--- config.mk ---
export PLATFORM = sky130hd
export DESIGN_NAME = conv1d_cmd_sequencer
export DESIGN_NICKNAME = d
export VERILOG_FILES = /design/src/rtl/conv1d_cmd_sequencer.sv
export SDC_FILE = /design/constraint.sdc
export NUM_CORES = 1
export LEC_CHECK = 0
export ABC_AREA = 1
export BUFFER_PORTS_ARGS = -buffer_cell sky130_fd_sc_hd__clkbuf_2
export CORE_MARGIN = 1.5
export CORE_UTILIZATION = 47
export DETAILED_ROUTE_END_ITERATION = 12
export GPL_TIMING_DRIVEN = 0
export PLACE_DENSITY = 0.86
export SLEW_MARGIN = 25
export SYNTH_ARGS = -nofsm -noshare
export SYNTH_HDL_FRONTEND = slang
export SYNTH_SLANG_ARGS = --single-unit
--- constraint.sdc ---
create_clock -name clk -period 1.9 [get_ports clk]
set_input_delay 0 -clock clk [delete_from_list [all_inputs] [get_ports clk]]
set_output_delay 0 -clock clk [all_outputs]
set_load 0.03 [all_outputs]
--- src/rtl/conv1d_cmd_sequencer.sv ---
// conv1d_cmd_sequencer: streams rows, kernel and bias into conv1d, starts it, and reads the outputs back as a result stream
module conv1d_cmd_sequencer #(
  parameter int ROW_STRIDE = 128,
  parameter int KERNEL_LEN = 8,
  parameter int CNT_W      = 11
) (
  input  logic             clk,
  input  logic             reset_n,
  input  logic             start,
  input  logic [CNT_W-1:0] num_rows,
  input  logic [CNT_W-1:0] num_out,
  input  logic [31:0]      bias,
  input  logic             in_valid,
  output logic             in_ready,
  input  logic [31:0]      in_data,
  output logic [6:0]       cmd,
  output logic [31:0]      inp0,
  output logic [31:0]      inp1,
  input  logic [31:0]      cfu_ret,
  input  logic             cfu_out_valid,
  output logic             res_valid,
  input  logic             res_ready,
  output logic [31:0]      res_data,
  output logic             busy,
  output logic             done
);
  typedef enum logic [3:0] {IDLE, LOAD_IN, LOAD_K, BIAS, GO, WAIT, RD, CAP, PUSH, DONE} state_t;
  state_t state_q, state_d;
  logic [CNT_W-1:0] nrows_q, nrows_d, nout_q, nout_d, row_q, row_d, k_q, k_d;
  logic [31:0] bias_q, bias_d, inp0_q, inp0_d, inp1_q, inp1_d, res_data_q, res_data_d;
  logic [6:0] cmd_q, cmd_d;
  logic in_ready_q, in_ready_d, res_valid_q, res_valid_d, busy_q, busy_d, done_q, done_d, last;
  assign cmd = cmd_q;
  assign inp0 = inp0_q;
  assign inp1 = inp1_q;
  assign in_ready = in_ready_q;
  assign res_valid = res_valid_q;
  assign res_data = res_data_q;
  assign busy = busy_q;
  assign done = done_q;
  always_comb begin
    state_d = state_q;
    nrows_d = nrows_q;
    nout_d = nout_q;
    bias_d = bias_q;
    row_d = row_q;
    k_d = k_q;
    cmd_d = 7'd0;
    inp0_d = inp0_q;
    inp1_d = inp1_q;
    res_valid_d = res_valid_q;
    res_data_d = res_data_q;
    last = (state_q == LOAD_IN) ? row_q == nrows_q - 1'b1 : row_q == CNT_W'(KERNEL_LEN - 1);
    case (state_q)
      IDLE: if (start) begin
        nrows_d = num_rows;
        nout_d = num_out;
        bias_d = bias;
        row_d = '0;
        k_d = '0;
        state_d = (num_rows == '0) ? LOAD_K : LOAD_IN;
      end
      LOAD_IN, LOAD_K: if (in_valid && in_ready_q) begin
        cmd_d = (state_q == LOAD_IN) ? 7'd1 : 7'd2;
        inp0_d = 32'(row_q) * 32'(ROW_STRIDE);
        inp1_d = in_data;
        row_d = last ? '0 : row_q + 1'b1;
        state_d = !last ? state_q : (state_q == LOAD_IN) ? LOAD_K : BIAS;
      end
      BIAS: begin
        cmd_d = 7'd7;
        inp0_d = bias_q;
        state_d = GO;
      end
      GO: begin
        cmd_d = 7'd4;
        state_d = WAIT;
      end
      WAIT: if (cfu_out_valid) state_d = (nout_q != '0) ? RD : DONE;
      RD: begin
        cmd_d = 7'd3;
        inp0_d = 32'(k_q) << 2;
        state_d = CAP;
      end
      CAP: begin
        res_data_d = cfu_ret;
        res_valid_d = 1'b1;
        state_d = PUSH;
      end
      PUSH: if (res_ready) begin
        res_valid_d = 1'b0;
        k_d = k_q + 1'b1;
        state_d = (k_q + 1'b1 == nout_q) ? DONE : RD;
      end
      default: state_d = IDLE;
    endcase
    in_ready_d = state_d == LOAD_IN || state_d == LOAD_K;
    busy_d = state_d != IDLE && state_d != DONE;
    done_d = state_d == DONE;
  end
  always_ff @(posedge clk) begin
    if (!reset_n) begin
      state_q <= IDLE;
      nrows_q <= '0;
      nout_q <= '0;
      bias_q <= '0;
      row_q <= '0;
      k_q <= '0;
      cmd_q <= '0;
      inp0_q <= '0;
      inp1_q <= '0;
      in_ready_q <= 1'b0;
      res_valid_q <= 1'b0;
      res_data_q <= '0;
      busy_q <= 1'b0;
      done_q <= 1'b0;
    end else begin
      state_q <= state_d;
      nrows_q <= nrows_d;
      nout_q <= nout_d;
      bias_q <= bias_d;
      row_q <= row_d;
      k_q <= k_d;
      cmd_q <= cmd_d;
      inp0_q <= inp0_d;
      inp1_q <= inp1_d;
      in_ready_q <= in_ready_d;
      res_valid_q <= res_valid_d;
      res_data_q <= res_data_d;
      busy_q <= busy_d;
      done_q <= done_d;
    end
  end
endmodule
==> results of run 1 <==
==> cells in the final DEF, fill, tap and decap left out, types with 3 or more instances in the layout <==
| master | instances |
|---|---|
| clkbuf_2 | 238 |
| nand2_1 | 186 |
| dfxtp_1 | 169 |
| nor2_1 | 164 |
| o21ai_0 | 121 |
| dlygate4sd3_1 | 120 |
| a21oi_1 | 102 |
| inv_1 | 72 |
| nand3_1 | 39 |
| buf_4 | 36 |
| clkbuf_1 | 29 |
| nand2_2 | 21 |
| clkbuf_16 | 17 |
| nor2_4 | 14 |
| o22ai_1 | 13 |
| nor2_2 | 12 |
| nand4_1 | 12 |
| inv_2 | 10 |
| nand3_2 | 10 |
| dfxtp_2 | 9 |
| nand2_4 | 8 |
| inv_6 | 7 |
| a211oi_2 | 6 |
| o21ai_1 | 5 |
| buf_2 | 5 |
| a21oi_2 | 5 |
| nor4_1 | 5 |
| dfxtp_4 | 5 |
| inv_4 | 4 |
| nor3_1 | 4 |
| a22oi_1 | 4 |
| conb_1 | 4 |
| xor2_1 | 3 |
| buf_6 | 3 |
| inv_8 | 3 |
==> repair_timing <==
action | 4_1_cts | 5_1_grt
hold endpoints to repair | 121 | 0
pin swaps | 24 | 28
endpoints found under the setup margin | 146 | 146
cloned | 0 | 1
resized for setup | 53 | 108
hold buffers | 120 | 0
setup buffers | 18 | 13
==> Yosys cell counts (3+ instances only) <==
| cell type | instances |
|---|---|
| or2_2 | 3 |
| nor2_4 | 3 |
| nand2_1 | 208 |
| nand2_2 | 7 |
| nand3_2 | 4 |
| nor3_1 | 4 |
| nor2_2 | 8 |
| buf_4 | 4 |
| o22ai_1 | 13 |
| o21ai_0 | 123 |
| buf_2 | 3 |
| a21oi_1 | 105 |
| a211oi_1 | 6 |
| nand4_1 | 12 |
| nand3_1 | 46 |
| nor4_1 | 6 |
| nor2_1 | 179 |
| clkbuf_1 | 47 |
| inv_2 | 5 |
| a21oi_2 | 3 |
| dfxtp_1 | 183 |
| ha_1 | 3 |
| xor2_1 | 4 |
| a22oi_1 | 6 |
| inv_1 | 82 |
| o21ai_1 | 4 |
==> worst max-delay path, cell delays in order, from the launching register on <==
cell     delay [ps]
dfxtp_2         350
inv_4            80
nand2_4          70
nor2_4          180
buf_6           150
buf_12          110
nand3_2          70
nand2_1          60
nand2_1          60
a21oi_2         100
nand2_1         100
nor2_4          140
nand4_1         150
nand3_2         120
nand2_4          80
nand2_4          90
nand3_1          80
nand2_1          70
inv_1            30
==> per-layer routing <==
metal,vias to the layer above,track usage
met3,163,0.08372
met1,4358,0.3617
met2,671,0.5617
li1,4350,-
met5,-,0
met4,0,0.1747
==> metrics by stage <==
step                      instances  instance area (sq um)  power [uW]  utilization
after floorplan                1087                   7772        4564            -
after global placement         1529                   9174        4865       0.5734
after detailed placement       1529                   9174        4882       0.5734
after CTS                      1699                  11250        8690       0.7033
after global routing           1714                  11650        9058       0.7279
final                          1714                  11650        8837       0.7279
==> sequential cells by signal (all words and copies together) (netlist names) <==
signal and count:
inp1 32, in_ready 1, done 1, row_q 11
inp0 32, k_q 11, res_data 32, nrows_q 11
state_q 4, cmd 3, bias_q 32, busy 1
nout_q 11, res_valid 1
==> worst paths after layout <==
kind,slack [ps],cells after the start,endpoint,start
worst max register to register,-300,18,busy,state_q[1]
worst max-delay path,-300,18,busy,state_q[1]
worst min register to register,460,2,bias_q[6],bias_q[6]
worst min-delay path,150,5,bias_q[1],start
==> final cells by class <==
class,count,area [sq um],area share
multi-input cells,759,3859,0.3313
flip-flops and latches,183,3694,0.3171
repair buffers,377,2585,0.2219
clock buffers,19,452.9,0.03889
inverters,89,354.1,0.03040
plain buffers,56,272.8,0.02342
well taps,216,270.3,0.02320
clock inverters,13,150.1,0.01289
repair inverters,1,7.507,0.0006445
diodes,1,2.502,0.0002148
==> cell families after synthesis <==
kind of cell / after synthesis / share of synthesized area
adders and majority gates: 3 / 0.004850
AOI/OAI and AO/OA: 264 / 0.1798
other: 1 / 0.0004845
buffers and inverters: 145 / 0.07420
xor gates and xnor gates: 4 / 0.004526
DFF: 183 / 0.4733
and+or+nand+nor: 484 / 0.2629
==> where the power goes <==
part	internal, uW	switching [uW]
combinational	488	655
clock	1950	1730
sequential	3940	74.2
==> summary.txt, run 1 <==
Status
  • Status: finished, violations left
  • Violated checks: setup timing

CTS
  • Clk slew on worst S/H paths: 70 ps
  • Clock Tree Buf Depth: 2
  • H-tree Lvls: 4
  • Clk_lat worst skew: 450 ps
  • CTS tree: built
  • CTS Buf Count: 17
  • Clock sink count: 183
  • Root Buffer Master: clkbuf_16

Drt
  • Post-route ant nets: 0
  • Via count: 9542
  • Routed wl met2: 14530 um
  • Routed vias/inst: 5.567
  • Avg WL per Cell: 17.64 um
  • Post-Route M1 WL: 10940 um
  • Post-Route WL: 30240 um
  • 1st-iter DRT viols: 988
  • Top routing layer used: met4
  • Met3 wire length: 3092 um
  • DRC: 0
  • Drt first pass iters: 8

Setup path
  • Data required, critical path: 2250 ps
  • Crit start category: flip-flop
  • Crit path DAT: 2550 ps
  • Type of the worst setup path: flip-flop to flip-flop
  • Setup crit end kind: flip-flop
  • Worst-path maximum fanout: 5

Timing
  • RSZ-0062 raised after global routing: yes
  • Final setup margin: -297.5 ps
  • Fin crit period: 2198 ps
  • Slew Limit Headroom: 0.5257
  • Final Skew: 11.12 ps
  • Period Utilization, post-route: 1.157
  • Setup violations, final: 16
  • Final Slew Violations: 0
  • Final Hold Violating Endpoints: 0
  • Hold slack final: 146.2 ps
  • Setup TNS: -2967 ps
  • Slew @ Worst Pin: 711.4 ps
  • Fmax: 0.4551 GHz

Logic synthesis
  • Synth area leaders: dfxtp_1 47%, nand2_1 10%, nor2_1 8.7%
  • Post-synth top area share: 0.4733
  • Dominant cell type by area after synthesis: dfxtp_1
  • Most used DFF post-synth: dfxtp_1
  • Netlist cell types: 37
  • Post-synth EDFFs: 0
  • Seq/Total Area, Yosys: 0.4733
  • Ys Warns: 0
  • Mapped cell area: 7740 sq um
  • Syn Inst Count: 1084
  • Post-Syn Area per Cell: 7.140 sq um
  • Ys async rst share: 0
  • Flop and latch count out of synthesis: 183

Die
  • I/O Pins: 231
  • FP Rows: 46
  • Chip width: 131.3 um
  • Core box area: 16000 sq um
  • Initial core utilization: 0.4837
  • Die H: 131.3 um
  • Die footprint: 17250 sq um

Place
  • Hpwl dp: 18040 um
  • Gp weighted congestion: 0.9291
  • Place WS: -289.3 ps
  • Port Buf Inserts: 226

Global routing
  • Largest net degree at the start of global routing: 19
  • Vias in the first global route: 9174
  • Grt ovf: 0
  • First-pass GRT wire length: 44670 um
  • Total GRT Usage: 0.3230
  • Antenna violations before repair: 1

Pwr
  • P per Cell Area: 758.7 nW/um^2
  • Leakage: 0.005279 uW
  • Worst VDD drop: 667.5 uV

Run
  • Max-cap viol count: 0

Hold path
  • Type of the worst min-delay path: input port to flip-flop

Cells and area
  • Number of fill cells: 1124
  • Layout area overhead: 50.48%
  • Nets: 1611
  • Layout cells sized above 1: 0.2933
Note: power is estimated with default switching activity, not from simulation.
==> run 2: changes to the inputs <==
==> constraint.sdc (replaced) <==
create_clock -name clk -period 2 [get_ports clk]
set_input_delay 0 -clock clk [delete_from_list [all_inputs] [get_ports clk]]
set_output_delay 0 -clock clk [all_outputs]
set_load 0.03 [all_outputs]
==> summary.txt, run 2 (synthesis results as in run 1) <==
Status
  • Status: finished, violations left
  • Violated checks: setup timing

Pwr
  • Worst VDD drop: 705.6 uV
  • P per Cell Area: 718.5 nW/um^2
  • Tot Pwr: 8323 uW
  • Leakage: 0.005247 uW

Cells and area
  • Layout cells sized above 1: 0.2764
  • Most frequent cells in the layout: 236 x clkbuf_2, 192 x nand2_1, 168 x dfxtp_1
  • Layout area overhead: 49.66%
  • Diode count: 0
  • Most common cell after layout, fill and taps aside: clkbuf_2
  • Number of fill cells: 1110
  • Layout Utilization: 0.7240
  • Nets: 1608

CTS
  • CTS Buf Count: 17
  • Clk_lat worst skew: 440 ps
  • Root Buffer Master: clkbuf_16
  • Clock Tree Buf Depth: 2
  • CTS tree: built
  • Clock sink count: 183
  • H-tree Lvls: 4
  • Clk slew on worst S/H paths: 80 ps

Global routing
  • Largest net degree at the start of global routing: 20
  • Grt ovf: 0
  • Antenna violations before repair: 0
  • Total GRT Usage: 0.3196
  • First-pass GRT wire length: 44490 um
  • Vias in the first global route: 9100

Timing
  • Setup TNS: -2431 ps
  • Slew @ Worst Pin: 677.7 ps
  • Fmax: 0.4395 GHz
  • Final Slew Violations: 0
  • Period Utilization, post-route: 1.138
  • Slew Limit Headroom: 0.5482
  • Final Skew: 9.772 ps
  • Setup violations, final: 14
  • Fin crit period: 2275 ps
  • Hold slack final: 134.1 ps
  • Final Hold Violating Endpoints: 0
  • RSZ-0062 raised after global routing: yes
  • Final setup margin: -275.4 ps

Setup path
  • Worst-path maximum fanout: 4
  • Data required, critical path: 2390 ps
  • Type of the worst setup path: flip-flop to flip-flop
  • Setup crit end kind: flip-flop
  • Crit path DAT: 2660 ps
  • Crit start category: flip-flop

Drt
  • Post-Route WL: 30490 um
  • Via count: 9692
  • Routed vias/inst: 5.668
  • Met3 wire length: 3160 um
  • Routed wl met2: 14460 um
  • Post-Route M1 WL: 10950 um
  • DRC: 0
  • 1st-iter DRT viols: 1006
  • Drt first pass iters: 8
  • Avg WL per Cell: 17.83 um
  • Top routing layer used: met4
  • Post-route ant nets: 0

Die
  • Chip width: 131.3 um
  • Die H: 131.3 um
  • Core box area: 16000 sq um
  • Initial core utilization: 0.4837
  • FP Rows: 46
  • Die footprint: 17250 sq um
  • I/O Pins: 231

Hold path
  • Type of the worst min-delay path: input port to flip-flop

Place
  • Hpwl dp: 18280 um
  • Port Buf Inserts: 226
  • Gp weighted congestion: 0.9473

Run
  • Max-cap viol count: 0
==> run 2: critical path: stages (launching register included) <==
cell and delay (ps):
dfxtp_4 360, inv_4 70, ha_4 180, nand2_4 70
nor2_4 150, nand3_1 140, nand4_1 120, nand2_1 70
nor2_1 110, nand2_1 100, nor2_4 150, nand3_2 110
nand2_1 80, nand2_1 110, nand3_4 140, nand2_4 70
nand2_2 70, and2_4 130
==> run 2: what timing repair did <==
| action | CTS | global route |
|---|---|---|
| resized for setup | 39 | 93 |
| hold buffers | 120 | 0 |
| pin swaps | 16 | 35 |
| hold endpoints to repair | 120 | 0 |
| setup buffers | 10 | 17 |
| setup endpoints to repair | 118 | 159 |
| gates cloned | 0 | 2 |
==> run 2: final timing paths <==
check             slack [ps]    endpoint     startpoint  cells after the start
setup / recovery        -280    in_ready     nrows_q[0]                     17
hold / removal           130  state_q[2]  cfu_out_valid                      4
setup reg to reg        -280    in_ready     nrows_q[0]                     17
hold reg to reg          460   bias_q[6]      bias_q[6]                      2
==> run 2: area by class of cell <==
type	count	area, sq um	area share
plain buffers	56	261.5	0.02258
clock buffers	19	452.9	0.03910
clock inverters	13	151.4	0.01307
inverters	89	359.1	0.03100
multi-input cells	759	3829	0.3305
flip-flops and latches	183	3692	0.3188
well taps	216	270.3	0.02333
repair buffers	374	2560	0.2210
repair inverters	1	7.507	0.0006481
==> run 2: routing by layer <==
layer / track usage / vias up
li1: - / 4328
met1: 0.3685 / 4416
met2: 0.5570 / 736
met3: 0.06597 / 212
met4: 0.1704 / 0
met5: 0 / -
==> run 2: report_power, final <==
part           leakage [uW]  total (uW)  internal (uW)  switching [uW]
logic               0.00346        1110            468             646
registers           0.00150        3820           3740            71.5
clock network      0.000296        3390           1750            1650
==> run 2: metrics by stage <==
stage                     instances  cell area (sq um)  worst slack [ps]
after floorplan                1087               7755             29.09
after global placement         1529               9156            -311.8
after detailed placement       1529               9156            -320.5
after CTS                      1691              11170            -89.19
after global routing           1710              11580            -327.8
final                          1710              11580            -275.4
==> run 3: changes to the inputs <==
--- a/config.mk
+++ b/config.mk
@@ -5,7 +5,6 @@
 export SDC_FILE = /design/constraint.sdc
 export NUM_CORES = 1
 export LEC_CHECK = 0
-export ABC_AREA = 1
 export BUFFER_PORTS_ARGS = -buffer_cell sky130_fd_sc_hd__clkbuf_2
 export CORE_MARGIN = 1.5
 export CORE_UTILIZATION = 47
==> summary.txt, run 3 <==
Status
  • Status: finished, violations left
  • Violated checks: DRC, setup timing

Timing
  • Final Hold Violating Endpoints: 0
  • Fin crit period: 3401 ps
  • Setup violations, final: 29
  • Final Skew: 11.23 ps
  • Slew @ Worst Pin: 924.1 ps
  • Slew Limit Headroom: 0.3839
  • Fmax: 0.2941 GHz
  • Final Slew Violations: 0
  • RSZ-0062 raised after global routing: yes
  • Final setup margin: -1401 ps
  • Period Utilization, post-route: 1.700
  • Hold slack final: 148.2 ps

Global routing
  • Total GRT Usage: 0.3188
  • First-pass GRT wire length: 44770 um
  • Grt ovf: 0
  • Largest net degree at the start of global routing: 17
  • Antenna violations before repair: 0
  • Vias in the first global route: 9053

CTS
  • CTS Buf Count: 17
  • Clock sink count: 183
  • Clk_lat worst skew: 440 ps
  • Root Buffer Master: clkbuf_16
  • Clock Tree Buf Depth: 2
  • H-tree Lvls: 4
  • CTS tree: built
  • Clk slew on worst S/H paths: 70 ps

Cells and area
  • Most frequent cells in the layout: 262 x nand2_1, 248 x clkbuf_2, 171 x dfxtp_1
  • Number of fill cells: 1014
  • Layout area overhead: 47.89%
  • Layout cells sized above 1: 0.2767
  • Diode count: 0
  • Nets: 1502
  • Finished Layout Cells: 1604
  • Sequential Area: 3696 sq um
  • Multi-input logic area: 4079 sq um
  • Most common cell after layout, fill and taps aside: nand2_1

Logic synthesis
  • Syn Inst Count: 991
  • Multiplexer area fraction after synthesis: 0.005444
  • Mapped cell area: 7814 sq um
  • Post-synth EDFFs: 0
  • Synth area leaders: dfxtp_1 47%, nand2_1 13%, a21oi_1 9.4%
  • Post-Synth Simple-Gate Area: 0.2487
  • Commonest cells in the netlist: 265 x nand2_1, 183 x dfxtp_1, 147 x a21oi_1
  • Dominant cell type by area after synthesis: dfxtp_1
  • Post-Syn Area per Cell: 7.885 sq um
  • Synth Area in Adders: 0.004804
  • Post-synth top area share: 0.4689
  • Ys Warns: 0
  • Synth Area in XOR/XNOR: 0.02754
  • Flop and latch count out of synthesis: 183
  • Seq/Total Area, Yosys: 0.4689
  • Largest family of logic cells by synthesized area: simple AND/OR/NAND/NOR gates
  • Most frequent cell after synthesis: nand2_1
  • Ys async rst share: 0
  • Most used DFF post-synth: dfxtp_1
  • Netlist cell types: 67
  • Compound-gate portion of the synthesized area: 0.1974

Hold path
  • Hold path startpoint: reset_n
  • Type of the worst min-delay path: input port to flip-flop

Drt
  • Post-Route WL: 32070 um
  • 1st-iter DRT viols: 1345
  • Avg WL per Cell: 19.99 um
  • Via count: 9790
  • Post-route ant nets: 0
  • Routed vias/inst: 6.103
  • Drt first pass iters: 13
  • DRC: 1

Setup path
  • Critical path depth: 9
  • FF-to-FF Start: state_q[1]
  • Max incr delay on CP: 630 ps
  • Most used cell, CP: or4b_4
  • Reg2reg path depth: 9
  • Reg2reg setup slack: -1400 ps
  • Critical Path Start: state_q[1]
  • Data required, critical path: 2310 ps
  • Slowest CP cell: or4b_4
  • Type of the worst setup path: flip-flop to flip-flop
  • CP Capture Point: in_ready
  • Setup crit end kind: flip-flop
  • Crit start category: flip-flop
  • Crit path DAT: 3710 ps
  • Top delay family on crit path: simple AND/OR/NAND/NOR gates
  • Worst reg2reg endpoint: in_ready
  • Worst-path cell chain: or4b_4 > or4_1 > nand3_1 > nand4_1 > or4b_4 > buf_6 > nor4_4 > or4b_4 > mux2i_1
  • Worst-path maximum fanout: 7
  • WP buf/inv: 1

Place
  • Gp weighted congestion: 0.9202
  • Place WS: -1358 ps
  • Port Buf Inserts: 226
  • Hpwl dp: 17220 um
  • Cells after DPL: 1436

Die
  • FP Rows: 46
  • I/O Pins: 231
  • Die H: 131.9 um
  • Initial core utilization: 0.4866
  • Core box area: 16060 sq um
  • Chip width: 131.9 um
  • Die footprint: 17410 sq um

Run
  • Max-cap viol count: 0

Pwr
  • P per Cell Area: 736.7 nW/um^2
  • Worst VDD drop: 644.4 uV
  • Leakage: 0.004850 uW
  • Tot Pwr: 8513 uW
run 3: per-layer routing:
metal	share of wire	track usage
met1	0.34	0.3517
met2	0.46	0.5442
met3	0.11	0.08228
met4	0.092	0.2068
met5	0	0
run 3: timing repair:
| action | in CTS | in global routing |
|---|---|---|
| hold endpoints to repair | 119 | 0 |
| hold buffers | 119 | 0 |
| pin swaps | 10 | 23 |
| gates resized for setup | 45 | 85 |
| setup endpoints to repair | 132 | 146 |
| gates cloned | 1 | 0 |
| setup buffers | 17 | 9 |
run 3: logic make-up (layout without fill, tap and decap cells):
kind of cell / after synthesis / count (layout)
muxes: 4 / 4
AOI/OAI and AO/OA: 251 / 251
other: 1 / 4
buffers and inverters: 87 / 481
DFF: 183 / 183
xor gates and xnor gates: 23 / 23
adders and majority gates: 3 / 3
and+or+nand+nor: 439 / 439
run 3: power breakdown:
group,internal (uW),switching (uW)
logic,602,752
registers,3750,106
clock network,1820,1480
run 3: tightest hold or removal path, stage by stage:
cell and delay (ps):
clkbuf_2 110, inv_2 110, nor2_1 160, mux2_4 160
run 3: how the worst min path moves through the flow:
stage | end | cells past startpoint
2_1_floorplan | bias_q[0] | 2
3_3_place_gp | res_data[19] | 3
3_5_place_dp | nout_q[9] | 3
4_1_cts | busy | 4
5_1_grt | busy | 4
6_report | busy | 4
run 3: cell type report:
type,instances,area share
Multi-Input combinational cell,724,0.3530
Sequential cell,183,0.3198
Timing Repair Buffer,372,0.2222
Clock buffer,22,0.04104
Buffer,68,0.02923
Tap cell,216,0.02339
Clock inverter,10,0.008229
Inverter,9,0.003140
run 3: metrics by stage:
| stage | setup TNS (ps) | instance area, sq um | util |
|---|---|---|---|
| 3_3_place_gp | -50030 | 9293 | 0.5787 |
| 2_1_floorplan | -16450 | 7891 | - |
| 3_5_place_dp | -51900 | 9293 | 0.5787 |
| 4_1_cts | -17540 | 11260 | 0.7013 |
| 6_report | -21540 | 11560 | 0.7197 |
| 5_1_grt | -24140 | 11560 | 0.7197 |
